===== src/rtl/tmds_gearbox_pkg.sv =====
// Shared TMDS control symbols and elaboration-time helpers for the output gearbox.
package tmds_gearbox_pkg;

  localparam logic [9:0] CTRL0 = 10'b1101010100;
  localparam logic [9:0] CTRL1 = 10'b0010101011;
  localparam logic [9:0] CTRL2 = 10'b0101010100;
  localparam logic [9:0] CTRL3 = 10'b1010101011;

  // A word must split into a whole number of slices, and at least two of them.
  function automatic bit ratio_ok(input int word_width, input int slice_width);
    if (slice_width <= 0) return 1'b0;
    return ((word_width % slice_width) == 0) && ((word_width / slice_width) >= 2);
  endfunction

endpackage


===== src/rtl/SyncFifo.sv =====
// Single-clock FIFO with registered occupancy; data written on one edge is poppable from the next.
module SyncFifo #(
  parameter int WIDTH      = 40,
  parameter int ADDR_WIDTH = 3
) (
  input  logic                  clock,
  input  logic                  asyncResetN,
  input  logic                  push,
  input  logic [WIDTH-1:0]      push_data,
  input  logic                  pop,
  output logic [WIDTH-1:0]      pop_data,
  output logic                  full,
  output logic                  empty,
  output logic [ADDR_WIDTH:0]   level
);

  localparam int DEPTH = 2 ** ADDR_WIDTH;

  logic [WIDTH-1:0]      mem [DEPTH];
  logic [ADDR_WIDTH-1:0] wr_ptr;
  logic [ADDR_WIDTH-1:0] rd_ptr;
  logic [ADDR_WIDTH:0]   count;
  logic                  do_push;
  logic                  do_pop;

  // Occupancy never exceeds DEPTH, so its top bit alone signals full.
  assign full     = count[ADDR_WIDTH];
  assign empty    = (count == '0);
  assign level    = count;
  assign do_push  = push && !full;
  assign do_pop   = pop && !empty;
  assign pop_data = mem[rd_ptr];

  always_ff @(posedge clock) begin
    if (do_push) mem[wr_ptr] <= push_data;
  end

  always_ff @(posedge clock or negedge asyncResetN) begin
    if (!asyncResetN) begin
      wr_ptr <= '0;
      rd_ptr <= '0;
      count  <= '0;
    end else begin
      if (do_push) wr_ptr <= wr_ptr + ADDR_WIDTH'(1);
      if (do_pop)  rd_ptr <= rd_ptr + ADDR_WIDTH'(1);
      case ({do_push, do_pop})
        2'b10:   count <= count + (ADDR_WIDTH+1)'(1);
        2'b01:   count <= count - (ADDR_WIDTH+1)'(1);
        default: count <= count;
      endcase
    end
  end

endmodule


===== src/rtl/tmds_gearbox.sv =====
// Multi-lane word-to-slice gearbox: buffers wide words in a FIFO and emits them R slices at a time.
module tmds_gearbox
  import tmds_gearbox_pkg::*;
#(
  parameter int CHANNELS        = 4,
  parameter int WORD_WIDTH      = 10,
  parameter int SLICE_WIDTH     = 5,
  parameter int FIFO_ADDR_WIDTH = 3,
  parameter bit MSB_FIRST       = 1'b1
) (
  input  logic                            clock,
  input  logic                            asyncResetN,
  input  logic                            enable,
  input  logic [CHANNELS*WORD_WIDTH-1:0]  wordData,
  input  logic                            wordValid,
  output logic                            wordReady,
  input  logic [CHANNELS*WORD_WIDTH-1:0]  fillWord,
  input  logic                            clearUnderflow,
  output logic [CHANNELS*SLICE_WIDTH-1:0] sliceData,
  output logic                            sliceValid,
  output logic                            underflow,
  output logic [FIFO_ADDR_WIDTH:0]        fifoLevel
);

  localparam int RATIO       = (SLICE_WIDTH > 0) ? WORD_WIDTH / SLICE_WIDTH : 0;
  localparam int PHASE_WIDTH = (RATIO > 1) ? $clog2(RATIO) : 1;
  localparam int BUS_WIDTH   = CHANNELS * WORD_WIDTH;
  localparam int OUT_WIDTH   = CHANNELS * SLICE_WIDTH;
  localparam logic [PHASE_WIDTH-1:0] LAST_PHASE = PHASE_WIDTH'(RATIO - 1);

  generate
    if (!ratio_ok(WORD_WIDTH, SLICE_WIDTH)) begin : g_bad_ratio
      $error("tmds_gearbox: WORD_WIDTH must be a multiple of SLICE_WIDTH with a ratio of at least 2");
    end
  endgenerate

  logic [PHASE_WIDTH-1:0] phase;
  logic [BUS_WIDTH-1:0]   hold;
  logic [BUS_WIDTH-1:0]   fifo_data;
  logic [BUS_WIDTH-1:0]   load_word;
  logic [BUS_WIDTH-1:0]   src_word;
  logic [OUT_WIDTH-1:0]   next_slice;
  logic                   fifo_empty;
  logic                   fifo_full;
  logic                   load_phase;
  logic                   pop;
  logic                   primed;
  logic                   set_underflow;

  function automatic logic [SLICE_WIDTH-1:0] select_slice(
    input logic [WORD_WIDTH-1:0]  word,
    input logic [PHASE_WIDTH-1:0] idx
  );
    int shift;
    if (MSB_FIRST) shift = WORD_WIDTH - SLICE_WIDTH * (int'(idx) + 1);
    else           shift = SLICE_WIDTH * int'(idx);
    return SLICE_WIDTH'(word >> shift);
  endfunction

  SyncFifo #(
    .WIDTH      (BUS_WIDTH),
    .ADDR_WIDTH (FIFO_ADDR_WIDTH)
  ) u_fifo (
    .clock       (clock),
    .asyncResetN (asyncResetN),
    .push        (wordValid),
    .push_data   (wordData),
    .pop         (pop),
    .pop_data    (fifo_data),
    .full        (fifo_full),
    .empty       (fifo_empty),
    .level       (fifoLevel)
  );

  assign wordReady     = !fifo_full;
  assign sliceValid    = primed;
  assign load_phase    = enable && (phase == '0);
  assign pop           = load_phase && !fifo_empty;
  assign load_word     = fifo_empty ? fillWord : fifo_data;
  assign src_word      = (phase == '0) ? load_word : hold;
  assign set_underflow = load_phase && fifo_empty && primed;

  // At phase 0 the first slice comes straight from the word being loaded, not from the stale hold.
  always_comb begin
    next_slice = '0;
    for (int lane = 0; lane < CHANNELS; lane++) begin
      next_slice[lane*SLICE_WIDTH +: SLICE_WIDTH] =
        select_slice(src_word[lane*WORD_WIDTH +: WORD_WIDTH], phase);
    end
  end

  always_ff @(posedge clock or negedge asyncResetN) begin
    if (!asyncResetN) begin
      phase     <= '0;
      hold      <= '0;
      sliceData <= '0;
      primed    <= 1'b0;
    end else if (enable) begin
      phase     <= (phase == LAST_PHASE) ? '0 : phase + PHASE_WIDTH'(1);
      sliceData <= next_slice;
      if (phase == '0) begin
        hold <= load_word;
        if (!fifo_empty) primed <= 1'b1;
      end
    end
  end

  // A fill load that coincides with a clear request still raises the flag.
  always_ff @(posedge clock or negedge asyncResetN) begin
    if (!asyncResetN)        underflow <= 1'b0;
    else if (set_underflow)  underflow <= 1'b1;
    else if (clearUnderflow) underflow <= 1'b0;
  end

endmodule


===== config.mk =====
export PLATFORM = sky130hd
export DESIGN_NAME = tmds_gearbox
export DESIGN_NICKNAME = d
export VERILOG_FILES = /design/src/rtl/tmds_gearbox_pkg.sv /design/src/rtl/SyncFifo.sv /design/src/rtl/tmds_gearbox.sv
export SDC_FILE = /design/constraint.sdc
export NUM_CORES = 1
export LEC_CHECK = 0
export ABC_AREA = 1
export CAP_MARGIN = 40
export CORE_AREA = 2 2 223 225
export DETAILED_ROUTE_END_ITERATION = 8
export DIE_AREA = 0 0 225 227
export HOLD_SLACK_MARGIN = 0.02
export SYNTH_ARGS = -nofsm -noshare
export SYNTH_HDL_FRONTEND = slang
export SYNTH_HIERARCHICAL = 1
export SYNTH_SLANG_ARGS = --single-unit

===== constraint.sdc =====
create_clock -name clock -period 5 [get_ports clock]
set_clock_uncertainty 0.1 [all_clocks]
set_input_delay 1.25 -clock clock [delete_from_list [all_inputs] [get_ports clock]]
set_output_delay 1.25 -clock clock [all_outputs]
set_load 0.05 [all_outputs]

==> impl_metrics.py, run 1 <==
metrics = {
    "run": {
        "cap_viol_max_count": 0,
    },
    "route": {
        "drc": 0,
        "drt_iter0_drc": 771,
        "drt_wl_total_mm": 38.3,
        "antenna_left": 0,
        "dr.pass1.iters": 5,
        "wl_per_cell_um": 14.6,
        "via_per_inst": 4.42,
        "vias": 11600,
    },
    "sta": {
        "relSlewSlack": 0.440,
        "post-route-period-util": 0.663,
        "period_minus_slack_ns": 3.32,
        "setup_viol_count_final": 0,
        "clock.fmax_ghz": 0.302,
        "worst_slew_pin_slew_ns": 0.838,
        "final_hold_viol_count": 0,
        "grt_setup_unrepaired": "no",
        "fin_setup_tns_ns": 0,
        "final_max_slew_viol_count": 0,
    },
    "die": {
        "dieWidth_um": 225,
        "coreArea_um2": 48500,
        "die_area_um2": 51100,
        "rows": 81,
        "io_pins": 112,
        "floorplan.initialDensity": 0.349,
        "die_h_um": 227,
    },
    "worst_setup_path": {
        "crit_slowest_cell": "clkdlybuf4s50_1",
        "r2r-start": "phase$_DFFE_PN0P_",
        "ff2ff_setup_slack_ns": 1.97,
        "crit_family": "simple AND/OR/NAND/NOR gates",
        "crit_chain": "clkdlybuf4s50_1 -> nand2_2 -> nor2_1 -> nand2_1 -> inv_1 -> ha_1 -> ha_1 -> or2_2 -> nand2_1 -> nand2_1 -> nand3_1 -> nand2_1",
        "crit_path_frequent_cell": "nand2_1",
        "critPathCaptureType": "flop",
        "required_ns": 5.32,
        "critPathMaxStageDelay_ns": 0.50,
        "path_depth": 12,
        "crit_type": "in -> reg",
        "rr_worst_depth": 12,
        "arrival_ns": 3.64,
        "critPathBufInv": 2,
        "crit_start": "enable",
        "worstSetupStartpointType": "input port",
        "critical_path.max_fanout": 24,
    },
    "yosys": {
        "syn_inst": 1874,
        "synthesis.area_um2": 16900,
        "synth.avg_cell_area_um2": 9.03,
        "yosysSeqAreaShare": 0.646,
        "synth_cell_types": 25,
        "ys_ff_latch": 373,
        "synth_nets": 1965,
        "yosys_warnings": 6,
    },
    "power": {
        "peakVddDrop_uv": 273,
        "power.density_nw_per_um2": 560,
        "power_leakage_nw": 8.84,
    },
    "grt": {
        "grt_max_degree": 101,
        "antenna_found_initial": 3,
        "grt_pass1_wl_mm": 60.5,
        "overflow": 0,
        "first_global_vias": 10900,
        "grt_usage": 0.153,
    },
    "cts": {
        "postCtsHoldBufs": 0,
        "cts-root-buf": "clkbuf_16",
        "clock_latency_ns": 0.53,
        "clock_path_buffers": 3,
        "numCtsBuffers": 40,
        "cts_tree": "yes",
        "cts.sinks": 373,
        "cts_resized": 0,
        "cts_setup_buffers": 0,
        "clk_pin_slew_worst_paths_ns": 0.06,
        "h-tree-depth": 2,
    },
    "finish": {
        "nNetsFinal": 2055,
        "areaGrowthSynthToFinish_pct": 17.4,
        "fin_area_um2": 19900,
        "drive_gt1_frac": 0.0436,
    },
    "placed_design": {
        "port_buffers": 111,
        "post_dp_cell_area_um2": 18600,
        "gp_congestion": 0.829,
        "dp_hpwl_mm": 23.0,
    },
    "run_status": {
        "outcome": "completed",
    },
    "hold_path": {
        "hold_class": "reg -> reg",
        "min_from": "hold[21]$_DFFE_PN0P_",
        "min_path_cells": 2,
    },
}
metrics by stage:
stage                     hold WS (ns)  setup slack [ns]   util  std cells  power, mW
after global routing             0.402              1.57  0.409       2617       11.9
after CTS                        0.389              1.74  0.409       2617       11.2
after global placement           0.367              1.20  0.382       2541       8.28
after floorplan                  0.350              1.01      -       1874       7.19
after detailed placement         0.373              1.17  0.384       2544       8.39
final                            0.384              1.68  0.409       2618       11.1
logic make-up after synthesis:
logic type               count (synthesis)  synth area share
buffers and inverters                  344            0.0868
adder cells (fa/ha/maj)                  6           0.00488
flip-flops                             373             0.646
XOR/XNOR                                 4           0.00207
AND/OR/NAND/NOR                       1142             0.258
AO/OA/AOI/OAI                            5           0.00170
cell type report:
class | instances | area, um2
antenna | 1 | 2.50
clock buffer | 55 | 1080
clock inverter | 18 | 160
fill | 4675 | 28700
inverter | 258 | 970
multi-input combinational | 1157 | 4580
sequential | 373 | 10900
tap | 622 | 778
timing repair buffer | 134 | 1360
power by group:
part           internal [mW]  switching [mW]
sequential              3.93           0.317
clock                   1.66            1.15
combinational           1.26            2.81
cells in the mapped netlist:
master	number	area [um2]
ha_1	5	62.6
o21bai_1	1	7.51
o21ai_0	3	15.0
inv_1	256	961
buf_4	8	60.1
dfrtp_1	53	1330
xor2_1	3	26.3
clkbuf_1	11	41.3
edfxtp_1	320	9610
nand2_1	752	2820
buf_6	12	135
nand3_1	53	265
nor2_1	330	1240
inv_2	2	7.51
or2_2	1	6.26
buf_1	9	33.8
nand2_2	1	6.26
buf_2	46	230
fa_1	1	20.0
o22ai_1	1	6.26
nand3b_1	1	7.51
nand4_1	1	6.26
nor2_2	2	12.5
or2_1	1	6.26
xnor2_1	1	8.76
final timing paths:
kind | end
setup / recovery | u_fifo/level[3]$_DFFE_PN0P_
hold / removal | hold[21]$_DFFE_PN0P_
setup reg to reg | u_fifo/level[3]$_DFFE_PN0P_
hold reg to reg | hold[21]$_DFFE_PN0P_
max in group asynchronous | sliceData[4]$_DFFE_PN0P_
min in group asynchronous | sliceData[0]$_DFFE_PN0P_
worst reg2reg max path: stages (launching register included):
cell and delay [ns]:
dfrtp_1 0.81, inv_1 0.13, nand2_2 0.39, nor2_1 0.16
nand2_1 0.15, inv_1 0.06, ha_1 0.22, ha_1 0.32
or2_2 0.32, nand2_1 0.09, nand2_1 0.05, nand3_1 0.06
nand2_1 0.05
layout by cell type, fill, tap and decap left out, types with 5 or more instances in the layout:
cell type,synthesis,final
clkdlybuf4s50_1,0,110
ha_1,5,5
buf_12,0,5
buf_4,8,17
nor2_4,0,8
clkbuf_1,11,14
inv_1,256,256
nand2_1,752,752
nor2_1,330,322
edfxtp_1,320,320
nand3_1,53,53
dfrtp_1,53,51
clkbuf_16,0,41
clkinv_1,0,12
registers in the layout (all words and copies together), names as in the netlist:
signal	cells
hold	20
phase	1
sliceData	20
sliceValid	1
u_fifo/level	4
u_fifo/mem	320
u_fifo/rd_ptr	3
u_fifo/wr_ptr	3
underflow	1
layer usage:
metal	track usage	wire (um)	vias up
li1	-	-	5905
met3	0.0308	2310	41
met5	0	23	-
met1	0.204	17600	5331
met4	0.0385	612	4
met2	0.255	17700	288
(Power assumes the default switching activity.)
==> inputs of run 2 (changes only) <==
clock period = 3.17 ns   (was 5 ns; I/O delays follow)
==> run 2 against run 1 <==
  * Critical path depth decreased by 10
  * Worst setup slack got worse by 1.3 ns
  * First-iteration DRC count increased by 15%
  * Power increased by 59%
  * Largest power group is now combinational logic
  * Register-to-register slack got worse by 1.2 ns
  * Routed wire length increased by 3.2%
  * Combinational power increased by 66%
  * Worst hold slack got worse by 0.23 ns
  * Critical path type is now reg -> out
  * Clock power increased by 54%
  * Count of clock-buffer cells in the layout decreased by 7
==> impl_metrics.py, run 2 (same netlist as run 1, synthesis figures left out) <==
metrics = {
    "run_status": {
        "outcome": "completed",
    },
    "sta": {
        "worst_slew_pin_slew_ns": 0.810,
        "final_hold_viol_count": 0,
        "setup_viol_count_final": 0,
        "relSlewSlack": 0.460,
        "finalWorstSetupSlack_ns": 0.347,
        "period_minus_slack_ns": 2.82,
        "final_max_slew_viol_count": 0,
        "post-route-period-util": 0.891,
        "clock.fmax_ghz": 0.354,
        "fin_setup_tns_ns": 0,
        "grt_setup_unrepaired": "no",
    },
    "placed_design": {
        "dp_hpwl_mm": 25.0,
        "dpl_worst_slack_ns": 0.212,
        "gp_congestion": 0.819,
        "port_buffers": 111,
        "place_inst": 2564,
    },
    "finish": {
        "regMostFlops": "u_fifo/mem",
        "final_common_cell": "nand2_1",
        "final_util": 0.414,
        "layout_common_cells": "752 x nand2_1, 322 x nor2_1, 320 x edfxtp_1",
        "nNetsFinal": 2074,
        "drive_gt1_frac": 0.0542,
        "largest_reg_flops": 320,
        "stdcell_count": 2633,
        "areaGrowthSynthToFinish_pct": 18.6,
        "top_regs": "u_fifo/mem: 320 flops, hold: 20 flops, sliceData: 20 flops",
    },
    "cts": {
        "cts_resized": 0,
        "cts.sinks": 373,
        "clk_pin_slew_worst_paths_ns": 0.06,
        "h-tree-depth": 2,
        "clock_path_buffers": 3,
        "cts_setup_buffers": 0,
        "cts-root-buf": "clkbuf_16",
        "cts_tree": "yes",
        "numCtsBuffers": 39,
        "postCtsHoldBufs": 0,
        "clock_latency_ns": 0.53,
    },
    "die": {
        "dieWidth_um": 225,
        "coreArea_um2": 48500,
        "io_pins": 112,
        "rows": 81,
        "floorplan.initialDensity": 0.349,
        "die_area_um2": 51100,
        "die_h_um": 227,
    },
    "route": {
        "drt_iter0_drc": 886,
        "dr.pass1.iters": 5,
        "wl_per_cell_um": 15.0,
        "via_per_inst": 4.43,
        "antenna_left": 0,
        "vias": 11700,
        "drc": 0,
        "drt_wl_total_mm": 39.5,
    },
    "power": {
        "pwr-share-seq": 0.375,
        "peakVddDrop_uv": 640,
        "clkPwrFrac": 0.244,
        "comb_power_share": 0.381,
        "sw_frac_of_total": 0.386,
        "power_leakage_nw": 8.96,
        "intPower_mw": 10.9,
        "p_switching_mw": 6.83,
        "power_mw": 17.7,
        "power.density_nw_per_um2": 881,
    },
    "grt": {
        "grt_usage": 0.158,
        "antenna_found_initial": 4,
        "overflow": 0,
        "grt_max_degree": 65,
        "grt_pass1_wl_mm": 62.4,
        "first_global_vias": 11300,
    },
    "run": {
        "cap_viol_max_count": 0,
    },
    "worst_setup_path": {
        "required_ns": 2.28,
        "crit_slowest_cell": "clkdlybuf4s50_1",
        "critPathBufInv": 2,
        "critPathMaxStageDelay_ns": 0.81,
        "critical_path.max_fanout": 6,
        "arrival_ns": 1.93,
        "critPathCaptureType": "output port",
        "ff2ff_setup_slack_ns": 0.73,
        "rr_worst_depth": 13,
        "r2r-start": "u_fifo/level[0]$_DFFE_PN0P_",
        "worstSetupStartpointType": "flop",
        "crit_type": "reg -> out",
        "rr_endpoint": "u_fifo/level[3]$_DFFE_PN0P_",
        "crit_chain": "inv_1 -> clkdlybuf4s50_1",
        "crit_family": "buffers and inverters",
    },
    "hold_path": {
        "hold_class": "in -> async",
    },
}
run 2: cell count changes in the layout (fill, tap and decap cells not counted), moves of 2 or more:
cell | before | now
clkbuf_16 | 41 | 39
clkinv_1 | 12 | 10
clkbuf_1 | 14 | 9
buf_12 | 5 | 14
buf_4 | 17 | 28
clkinv_2 | 1 | 4
run 2: per-layer routing:
metal	global-route usage	share of wire	vias up
met5	0	0.00094	-
met2	0.258	0.46	266
met4	0.0434	0.019	6
met3	0.0320	0.060	51
met1	0.214	0.46	5397
li1	-	-	5941
run 2: power groups by stage:
stage	Sequential, mW	Clock (mW)	Combinational, mW
floorplan	7.03	0	4.31
global placement	6.72	0	6.65
detailed placement	6.73	0	6.75
CTS	6.63	4.41	6.79
global route	6.71	4.60	7.63
finish	6.63	4.32	6.75
run 2: how the worst max path moves through the flow:
stage,start,endpoint,slack (ns),depth (start not counted)
after floorplan,wordValid,u_fifo/mem[0][0]$_DFFE_PP_,-0.36,5
after global placement,enable,u_fifo/level[3]$_DFFE_PN0P_,0.20,12
after detailed placement,enable,u_fifo/level[3]$_DFFE_PN0P_,0.21,12
after CTS,u_fifo/level[3]$_DFFE_PN0P_,wordReady,0.31,2
after global routing,u_fifo/level[3]$_DFFE_PN0P_,wordReady,0.28,2
final,u_fifo/level[3]$_DFFE_PN0P_,wordReady,0.35,2
run 2: cell type report:
class / count / area [um2]
Antenna cell: 1 / 2.50
Clock buffer: 48 / 1010
Clock inverter: 20 / 174
Fill cell: 4619 / 28500
Inverter: 258 / 968
Multi-Input combinational cell: 1157 / 4580
Sequential cell: 373 / 10900
Tap cell: 622 / 778
Timing Repair Buffer: 154 / 1620
run 2: stage by stage:
stage,area (um2),hold WS [ns]
3_5_place_dp,18900,0.367
5_1_grt,20100,0.186
3_3_place_gp,18900,0.364
6_report,20100,0.156
2_1_floorplan,16900,0.350
4_1_cts,20100,0.152
